## src/rtl/rgb_fade_pwm_if.sv

```systemverilog
// Bundle of control, target, level and status signals between the Wishbone
// register block (master) and the fade/PWM engine (slave).
//   enable, load, target_r/g/b, fade_div : master -> slave
//   pwm_o, level_r/g/b, busy, done       : slave -> master
interface rgb_fade_pwm_if #(
    parameter int unsigned DIV_W = 16,
    parameter int unsigned PWM_W = 8
);
    logic             enable;
    logic             load;
    logic [PWM_W-1:0] target_r;
    logic [PWM_W-1:0] target_g;
    logic [PWM_W-1:0] target_b;
    logic [DIV_W-1:0] fade_div;
    logic [2:0]       pwm_o;
    logic [PWM_W-1:0] level_r;
    logic [PWM_W-1:0] level_g;
    logic [PWM_W-1:0] level_b;
    logic             busy;
    logic             done;

    modport master (
        output enable, load, target_r, target_g, target_b, fade_div,
        input  pwm_o, level_r, level_g, level_b, busy, done
    );

    modport slave (
        input  enable, load, target_r, target_g, target_b, fade_div,
        output pwm_o, level_r, level_g, level_b, busy, done
    );
endinterface

```

## src/rtl/rgb_fade_pwm.sv

```systemverilog
// Per-channel brightness fade engine and PWM generator feeding the RGB LED
// driver. Levels step by one toward latched targets on every prescaler tick;
// each level drives a PWM compare against a free-running 0..2^PWM_W-2 counter.
// Ports:
//   clk  : system clock
//   rst  : asynchronous active-high reset
//   bus  : rgb_fade_pwm_if.slave (enable, load, targets, fade_div in;
//          pwm_o, levels, busy, done out -- all outputs registered)
module rgb_fade_pwm #(
    parameter int unsigned DIV_W = 16,
    parameter int unsigned PWM_W = 8
) (
    input  logic           clk,
    input  logic           rst,
    rgb_fade_pwm_if.slave  bus
);

    localparam int unsigned NCH = 3;
    // Last counter value before wrap: 2^PWM_W-2, so level 2^PWM_W-1 is always on.
    localparam logic [PWM_W-1:0] CNT_LAST = {{(PWM_W-1){1'b1}}, 1'b0};

    logic [NCH-1:0][PWM_W-1:0] level_q, level_d;
    logic [NCH-1:0][PWM_W-1:0] target_q, target_d;
    logic [NCH-1:0][PWM_W-1:0] target_in;
    logic [DIV_W-1:0]          presc_q, presc_d;
    logic [PWM_W-1:0]          cnt_q, cnt_d;
    logic [NCH-1:0]            pwm_q, pwm_d;
    logic                      busy_q, busy_d;
    logic                      done_q, done_d;
    logic                      tick;

    assign target_in = {bus.target_b, bus.target_g, bus.target_r};

    // State registers
    always_ff @(posedge clk or posedge rst) begin
        if (rst) begin
            level_q  <= '0;
            target_q <= '0;
            presc_q  <= '0;
            cnt_q    <= '0;
            pwm_q    <= '0;
            busy_q   <= 1'b0;
            done_q   <= 1'b0;
        end else begin
            level_q  <= level_d;
            target_q <= target_d;
            presc_q  <= presc_d;
            cnt_q    <= cnt_d;
            pwm_q    <= pwm_d;
            busy_q   <= busy_d;
            done_q   <= done_d;
        end
    end

    // Next-state: prescaler, fade steps, status and PWM compare
    always_comb begin
        level_d  = level_q;
        target_d = target_q;
        presc_d  = presc_q;
        cnt_d    = cnt_q;
        pwm_d    = '0;
        tick     = 1'b0;

        // A load always wins over a coincident tick: it restarts the step period.
        if (bus.load) begin
            target_d = target_in;
            presc_d  = '0;
        end else if (bus.enable) begin
            if (presc_q >= bus.fade_div) begin
                tick    = 1'b1;
                presc_d = '0;
            end else begin
                presc_d = presc_q + DIV_W'(1);
            end
        end

        for (int unsigned ch = 0; ch < NCH; ch++) begin
            if (tick) begin
                if (level_q[ch] < target_q[ch]) begin
                    level_d[ch] = level_q[ch] + PWM_W'(1);
                end else if (level_q[ch] > target_q[ch]) begin
                    level_d[ch] = level_q[ch] - PWM_W'(1);
                end
            end
        end

        // Status looks at the current registers, so it trails the levels by a cycle.
        busy_d = (level_q != target_q);
        done_d = busy_q & ~busy_d;

        if (bus.enable) begin
            cnt_d = (cnt_q == CNT_LAST) ? '0 : cnt_q + PWM_W'(1);
            for (int unsigned ch = 0; ch < NCH; ch++) begin
                pwm_d[ch] = (cnt_q < level_q[ch]);
            end
        end
    end

    assign bus.pwm_o   = pwm_q;
    assign bus.level_r = level_q[0];
    assign bus.level_g = level_q[1];
    assign bus.level_b = level_q[2];
    assign bus.busy    = busy_q;
    assign bus.done    = done_q;

endmodule
```

## src/flat_wrapper.sv

```systemverilog
// flat-port wrapper written by rule: the top's interface ports become plain ports
module rgb_fade_pwm_flat 
#(
    parameter int unsigned DIV_W = 16,
    parameter int unsigned PWM_W = 8
)
  (clk, rst, bus_enable, bus_load, bus_target_r, bus_target_g, bus_target_b, bus_fade_div, bus_pwm_o, bus_level_r, bus_level_g, bus_level_b, bus_busy, bus_done);
  rgb_fade_pwm_if #(.DIV_W(DIV_W), .PWM_W(PWM_W)) bus_i ();
  input  logic clk;
  input  logic rst;
  input wire logic [$bits(bus_i.enable)-1:0] bus_enable;
  input wire logic [$bits(bus_i.load)-1:0] bus_load;
  input wire logic [$bits(bus_i.target_r)-1:0] bus_target_r;
  input wire logic [$bits(bus_i.target_g)-1:0] bus_target_g;
  input wire logic [$bits(bus_i.target_b)-1:0] bus_target_b;
  input wire logic [$bits(bus_i.fade_div)-1:0] bus_fade_div;
  output wire logic [$bits(bus_i.pwm_o)-1:0] bus_pwm_o;
  output wire logic [$bits(bus_i.level_r)-1:0] bus_level_r;
  output wire logic [$bits(bus_i.level_g)-1:0] bus_level_g;
  output wire logic [$bits(bus_i.level_b)-1:0] bus_level_b;
  output wire logic [$bits(bus_i.busy)-1:0] bus_busy;
  output wire logic [$bits(bus_i.done)-1:0] bus_done;
  assign bus_i.enable = bus_enable;
  assign bus_i.load = bus_load;
  assign bus_i.target_r = bus_target_r;
  assign bus_i.target_g = bus_target_g;
  assign bus_i.target_b = bus_target_b;
  assign bus_i.fade_div = bus_fade_div;
  assign bus_pwm_o = bus_i.pwm_o;
  assign bus_level_r = bus_i.level_r;
  assign bus_level_g = bus_i.level_g;
  assign bus_level_b = bus_i.level_b;
  assign bus_busy = bus_i.busy;
  assign bus_done = bus_i.done;
  rgb_fade_pwm #(.DIV_W(DIV_W), .PWM_W(PWM_W)) u_core (.clk(clk), .rst(rst), .bus(bus_i));
endmodule
```

## config.mk

```make
export PLATFORM = sky130hd
export DESIGN_NAME = rgb_fade_pwm_flat
export DESIGN_NICKNAME = d
export VERILOG_FILES = /design/src/rtl/rgb_fade_pwm_if.sv /design/src/rtl/rgb_fade_pwm.sv /design/src/flat_wrapper.sv
export SDC_FILE = /design/constraint.sdc
export NUM_CORES = 1
export LEC_CHECK = 0
export CAP_MARGIN = 15
export CORE_MARGIN = 2
export CORE_UTILIZATION = 56
export DETAILED_ROUTE_END_ITERATION = 12
export GPL_TIMING_DRIVEN = 0
export HOLD_SLACK_MARGIN = 0.03
export PLACE_DENSITY = 0.81
export SLEW_MARGIN = 25
export SYNTH_ARGS = -nofsm -noshare
export SYNTH_HDL_FRONTEND = slang
export SYNTH_SLANG_ARGS = --single-unit
```

## constraint.sdc

```tcl
create_clock -name clk -period 4.05 [get_ports clk]
set_input_delay 0.6075 -clock clk [delete_from_list [all_inputs] [get_ports clk]]
set_output_delay 0.6075 -clock clk [all_outputs]
set_load 0.02 [all_outputs]
```

==> results of run 1 <==
per-layer routing:
layer  share of wire, %  wire (um)  vias up
met4                2.1        272        0
met3                5.0        651       26
met5                  0          0        -
met1                 43       5610     2252
li1                   -          -     2233
met2                 50       6490      148
Yosys cell counts, types with 2 or more instances:
cell | n | area share (%)
ha_1 | 82 | 18
inv_1 | 79 | 5.3
dfrtp_1 | 77 | 35
nand2_1 | 59 | 4.0
o21ai_0 | 45 | 4.1
a21oi_1 | 44 | 4.0
nand3_1 | 24 | 2.2
nor2_1 | 22 | 1.5
xnor2_1 | 20 | 3.2
mux2i_1 | 15 | 2.7
a21o_1 | 12 | 1.6
nand4_1 | 10 | 1.1
mux2_4 | 9 | 2.4
clkbuf_1 | 7 | 0.47
o211ai_1 | 7 | 0.95
o21bai_1 | 7 | 0.95
a22o_1 | 5 | 0.79
mux2_2 | 5 | 1.0
a211oi_1 | 4 | 0.54
a211oi_2 | 4 | 0.90
and3_1 | 4 | 0.45
nand2b_1 | 4 | 0.45
nand3b_1 | 4 | 0.54
nor2b_1 | 4 | 0.45
nor3_1 | 4 | 0.36
or2_2 | 4 | 0.45
xor2_1 | 4 | 0.63
a31oi_1 | 3 | 0.34
buf_2 | 3 | 0.27
fa_1 | 3 | 1.1
nor2_8 | 3 | 1.1
o21a_1 | 3 | 0.41
o41ai_1 | 3 | 0.47
or3_1 | 3 | 0.34
and2_1 | 2 | 0.23
worst min-delay path by stage:
stage / slack, ns / to / cells after the start / start
5_1_grt: 0.52 / u_core.bus.done / 2 / u_core.bus.busy
2_1_floorplan: 0.47 / u_core.presc_q[13] / 1 / u_core.presc_q[13]
3_3_place_gp: 0.49 / u_core.presc_q[13] / 1 / u_core.presc_q[13]
4_1_cts: 0.50 / u_core.bus.done / 2 / u_core.bus.busy
3_5_place_dp: 0.49 / u_core.bus.done / 2 / u_core.bus.busy
6_report: 0.51 / u_core.bus.done / 2 / u_core.bus.busy
where the power goes:
part	switching, W	internal (W)
logic	0.000267	0.000252
clock network	0.000306	0.000410
registers	0.0000697	0.000818
total	0.000642	0.00148
cell families after synthesis:
kind of cell             share of synthesized area (%)
AND/OR/NAND/NOR                                   13.6
flip-flops                                        34.7
multiplexers                                      6.16
XOR/XNOR                                          3.79
adder cells (fa/ha/maj)                           19.6
buffers and inverters                             6.16
AO/OA/AOI/OAI                                     16.0
flip-flops by register name, indices dropped and copies added, names as in the netlist, 3 cells and up:
register,count
u_core.target_q,24
u_core.presc_q,16
u_core.bus.level_b,8
u_core.bus.level_g,8
u_core.bus.level_r,8
u_core.cnt_q,8
u_core.bus.pwm_o,3
worst register-to-register path: stages (launching register included):
cell and delay (ns):
dfrtp_1 0.47, ha_1 0.34, nor2b_1 0.13, o211ai_1 0.20
a21oi_1 0.12, or2_2 0.38, ha_1 0.31, a21oi_1 0.21
o211ai_1 0.18, o41ai_1 0.35, o21ai_0 0.19, a211oi_2 0.27
xnor2_1 0.14
through the flow:
| step | utilization [%] | cells | hold WS [ns] | power (W) |
|---|---|---|---|---|
| global route | 69.0 | 817 | 0.521 | 0.00223 |
| detailed placement | 66.6 | 801 | 0.488 | 0.00141 |
| floorplan | - | 596 | 0.468 | 0.00125 |
| CTS | 69.0 | 817 | 0.501 | 0.00212 |
| global placement | 66.3 | 800 | 0.493 | 0.00137 |
| finish | 69.0 | 817 | 0.507 | 0.00212 |
final cells by class:
type	instances	area [um^2]
flip-flops and latches	77	1930
inverters	79	299
well taps	133	166
plain buffers	11	45.0
multi-input cells	429	3280
fillers	761	3000
clock inverters	6	111
clock buffers	10	128
repair buffers	72	731
==> results_dict.tcl, run 1 <==
set metrics [dict create \
    status "complete, no violations" \
    avgSynthCellArea_um2 9.31 \
    area_growth_pct 20.5 \
    endpoint "u_core.bus.level_g[7]" \
    ant_nets 0 \
    finalNetCount 808 \
    rsz0062_at_grt "false" \
    power_leakage_nw 3.13 \
    yosysUniqueCellTypes 43 \
    maxCapViolCount 0 \
    worst_slack_ns 0.677 \
    grt_util_met3_pct 4.72 \
    place.gp.congestion 0.898 \
    syn-cell-area_um2 5550 \
    r2r_setup_slack_ns 0.68 \
    cts_buffer_depth 2 \
    first_pass_iters 5 \
    detail_route.wl_per_cell_um 15.9 \
    antenna_found_initial 0 \
    die_h_um 104 \
    hpwl_um 9880 \
    crit_required_ns 4.33 \
    ys.flop_type "dfrtp_1" \
    max_freq_mhz 296 \
    yosysWarnings 0 \
    port_buffers 71 \
    crit_fanout 7 \
    layout_commonest_cell "ha_1" \
    cts-resized-gates 0 \
    cts.sinks 77 \
    grt_pass1_wl_um 22200 \
    end_kind "register" \
    use_met2_pct 43.8 \
    core_um2 9680 \
    finish.instance_area_um2 6690 \
    grt-busiest-layer "met2" \
    cts.clk_slew.worst_paths_ns 0.08 \
    tightest_slew_ns 0.670 \
    synth-edff-count 0 \
    grt_util_met1_pct 31.1 \
    fin_crit_sh_pct 83.3 \
    ys_ff_latch 77 \
    crit_chain "ha_1 > nor2b_1 > o211ai_1 > a21oi_1 > or2_2 > ha_1 > a21oi_1 > o211ai_1 > o41ai_1 > o21ai_0 > a211oi_2 > xnor2_1" \
    path_class "reg -> reg" \
    crit_arrival_ns 3.65 \
    async_reset_ff_share_pct 100 \
    htreeDepth 3 \
    postCtsSetupBuffers 0 \
    finalClockSkew_ns 0.0130 \
    vias 4659 \
    cp_slowest_cell "dfrtp_1" \
    rows 36 \
    netlist_instances 596 \
    r2r-end "u_core.bus.level_g[7]" \
    final_cell_mix "ha_1 (82), inv_1 (78), dfrtp_1 (77), clkdlybuf4s50_1 (71), nand2_1 (59)" \
    cp-start-kind "register" \
    synth_nets 725 \
    p_per_area_nw_per_um2 317 \
    ys_seq_area_share_pct 34.7 \
    cts_tree "yes" \
    drt_iter0_drc 217 \
    placed_cell_area_um2 6450 \
    die_w_um 104 \
    design.die.area_um2 10700 \
    slew_headroom_pct 55.1 \
    clockRootBuffer "clkbuf_8" \
    reg2reg_depth 12 \
    drt-total-wl_um 13000 \
    fin_crit_ns 3.37 \
    grt_pass1_vias 4794 \
    setup_tns_ns 0 \
    antenna_cells 0 \
    holdBufCountCts 0 \
    reg2reg_from "u_core.bus.level_g[1]" \
    grt_util_all_layers_pct 25.0 \
    avgViaCountPerCell 5.70 \
    grt_max_degree 42 \
    drive_gt1_share_pct 7.16 \
    critical-path-top-delay-family "compound AO/OA/AOI/OAI gates" \
    crit_cells 12 \
    insertion_delay_ns 0.36 \
    start_util_pct 57.3 \
    critPathBufInv 0 \
    min_path_type "reg -> reg" \
    num_io_pins 73 \
    hold_viol 0 \
    slew_viol_final 0 \
    cts_made_buffers 9 \
    dp_slack_ns 0.713 \
    final-setup-viol-count 0 \
    peakVddDrop_mv 0.187 \
    gr-total-overflow 0 \
    crit_path_start "u_core.bus.level_g[1]" \
    cp_slowest_stage_delay_ns 0.47 \
    drcViolationCount 0 \
]
Note: power is estimated with default switching activity, not from simulation.
==> inputs of run 2 (changes only) <==
clock period = 3.36 ns   (was 4.05 ns; I/O delays follow)
==> run 2 against run 1 <==
Setup slack got worse by 0.51 ns. Clock power increased by 20%. First-iteration DRC count increased by 7.4%. Sequential power increased by 21%. Sequential cell count unchanged. Maximum frequency increased by 5.5%. Critical path type unchanged.
==> results_dict.tcl, run 2 (synthesized netlist as in run 1, its figures left out) <==
set metrics [dict create \
    cts_buffer_depth 2 \
    tightest_slew_ns 0.666 \
    hold_viol 0 \
    whs_endpoint "u_core.cnt_q[2]" \
    status "complete, no violations" \
    grt_util_all_layers_pct 25.1 \
    ant_nets 0 \
    grt_max_degree 42 \
    fin_crit_ns 3.20 \
    grt_pass1_wl_um 22200 \
    gr-total-overflow 0 \
    placed_cell_area_um2 6450 \
    p_per_area_nw_per_um2 381 \
    drive_gt1_share_pct 8.75 \
    fin_crit_sh_pct 95.2 \
    cts.sinks 77 \
    grt_pass1_vias 4798 \
    drcViolationCount 0 \
    slew_viol_final 0 \
    fin_util_pct 69.9 \
    area_growth_pct 22.0 \
    path_class "reg -> reg" \
    cts_made_buffers 9 \
    p_clk_share_pct 33.4 \
    num_io_pins 73 \
    share_comb_of_total_power_pct 25.0 \
    reg2reg_from "u_core.bus.level_b[1]" \
    start_util_pct 57.3 \
    crit_fanout 7 \
    die_w_um 104 \
    r2r_setup_slack_ns 0.16 \
    drt_iter0_drc 233 \
    finalNetCount 810 \
    finalClockSkew_ns 0.0126 \
    cts_tree "yes" \
    n_fill_cell 749 \
    finish.instance_area_um2 6770 \
    port_buffers 71 \
    crit_required_ns 3.65 \
    die_h_um 104 \
    internal_power_w 0.00180 \
    top_register "u_core.target_q" \
    final_cell_mix "ha_1 (80), inv_1 (78), dfrtp_1 (75), clkdlybuf4s50_1 (71), nand2_1 (59)" \
    first_pass_iters 5 \
    dp.cells 801 \
    switching_share_pct 30.3 \
    end_kind "register" \
    maxCapViolCount 0 \
    slew_headroom_pct 55.5 \
    avgViaCountPerCell 5.70 \
    htreeDepth 3 \
    max_freq_mhz 313 \
    hold_path_depth 3 \
    p_switching_w 0.000781 \
    design.die.area_um2 10700 \
    largest_reg_flops 24 \
    insertion_delay_ns 0.36 \
    cts.clk_slew.worst_paths_ns 0.09 \
    min-delay-start "bus_enable" \
    setup_tns_ns 0 \
    place.gp.congestion 0.898 \
    drt-total-wl_um 13200 \
    top_regs "u_core.target_q x24, u_core.presc_q x16" \
    reg2reg_depth 12 \
    clockRootBuffer "clkbuf_8" \
    antenna_cells 0 \
    layout_commonest_cell "ha_1" \
    hpwl_um 9880 \
    min_path_type "in -> reg" \
    vias 4670 \
    crit_arrival_ns 3.49 \
    core_um2 9680 \
    r2r-end "u_core.bus.level_b[7]" \
    detail_route.wl_per_cell_um 16.1 \
    peakVddDrop_mv 0.226 \
    fin_cells 819 \
    rows 36 \
    p_seq_share_pct 41.5 \
    final-setup-viol-count 0 \
    cp-start-kind "register" \
    power_leakage_nw 3.15 \
    antenna_found_initial 0 \
]
[run 2: worst max-delay path by stage]
stage | start | to | slack, ns | depth (start not counted)
after floorplan | u_core.bus.level_b[1] | u_core.bus.level_b[6] | 0.34 | 12
after global placement | rst | u_core.bus.level_g[3] | -0.40 | 2
after detailed placement | u_core.bus.level_b[1] | u_core.bus.level_b[7] | 0.02 | 12
after CTS | u_core.bus.level_b[1] | u_core.bus.level_b[7] | 0.002 | 12
after global routing | u_core.bus.level_b[1] | u_core.bus.level_b[7] | -0.12 | 12
final | u_core.bus.level_b[1] | u_core.bus.level_b[7] | 0.16 | 12
[run 2: per-layer routing]
metal / up-vias / GRT usage (%) / share of wire [%]
met1: 2228 / 31.1 / 42
met4: 0 / 8.69 / 2.2
met2: 176 / 43.9 / 50
li1: 2238 / - / -
met3: 28 / 4.72 / 6.3
met5: - / 0 / 0
[run 2: per-stage QoR]
step | hold WS [ns] | worst slack (ns) | total power (W)
2_1_floorplan | 0.468 | 0.342 | 0.00150
4_1_cts | 0.486 | 0.00202 | 0.00256
3_3_place_gp | 0.493 | -0.395 | 0.00165
5_1_grt | 0.516 | -0.117 | 0.00271
6_report | 0.490 | 0.162 | 0.00258
3_5_place_dp | 0.488 | 0.0234 | 0.00170
[run 2: area by class of cell]
type                       count  area, um^2  share of cell area (%)
buffer                        11        45.0                   0.666
clock buffer                  10         128                    1.89
clock inverter                 6         111                    1.65
inverter                      79         299                    4.42
multi-input combinational    429        3340                    49.4
sequential                    77        1930                    28.5
tap                          133         166                    2.46
timing repair buffer          74         746                    11.0
[run 2: worst max-delay path, stage by stage (launching register included)]
cell and delay, ns:
dfrtp_2 0.47, ha_1 0.32, nor2b_1 0.14, o211ai_1 0.22, a21oi_1 0.13, or2_4 0.29
ha_1 0.28, a21oi_1 0.21, o211ai_1 0.17, o41ai_2 0.30, o21ai_0 0.18, a211oi_2 0.27
xnor2_1 0.15
[run 2: power by group through the flow]
stage | Sequential [W] | Clock (W) | Combinational, W
2_1_floorplan | 0.00106 | 0 | 0.000444
3_3_place_gp | 0.00109 | 0 | 0.000569
3_5_place_dp | 0.00109 | 0 | 0.000615
4_1_cts | 0.00107 | 0.000867 | 0.000627
5_1_grt | 0.00108 | 0.000897 | 0.000736
6_report | 0.00107 | 0.000861 | 0.000645
[run 2: what timing repair did]
item / CTS / global route
hold buffers: 0 / 0
resized for setup: 1 / 12
pin swaps: 0 / 2
buffers inserted: 0 / 2
setup endpoints to repair: 1 / 5
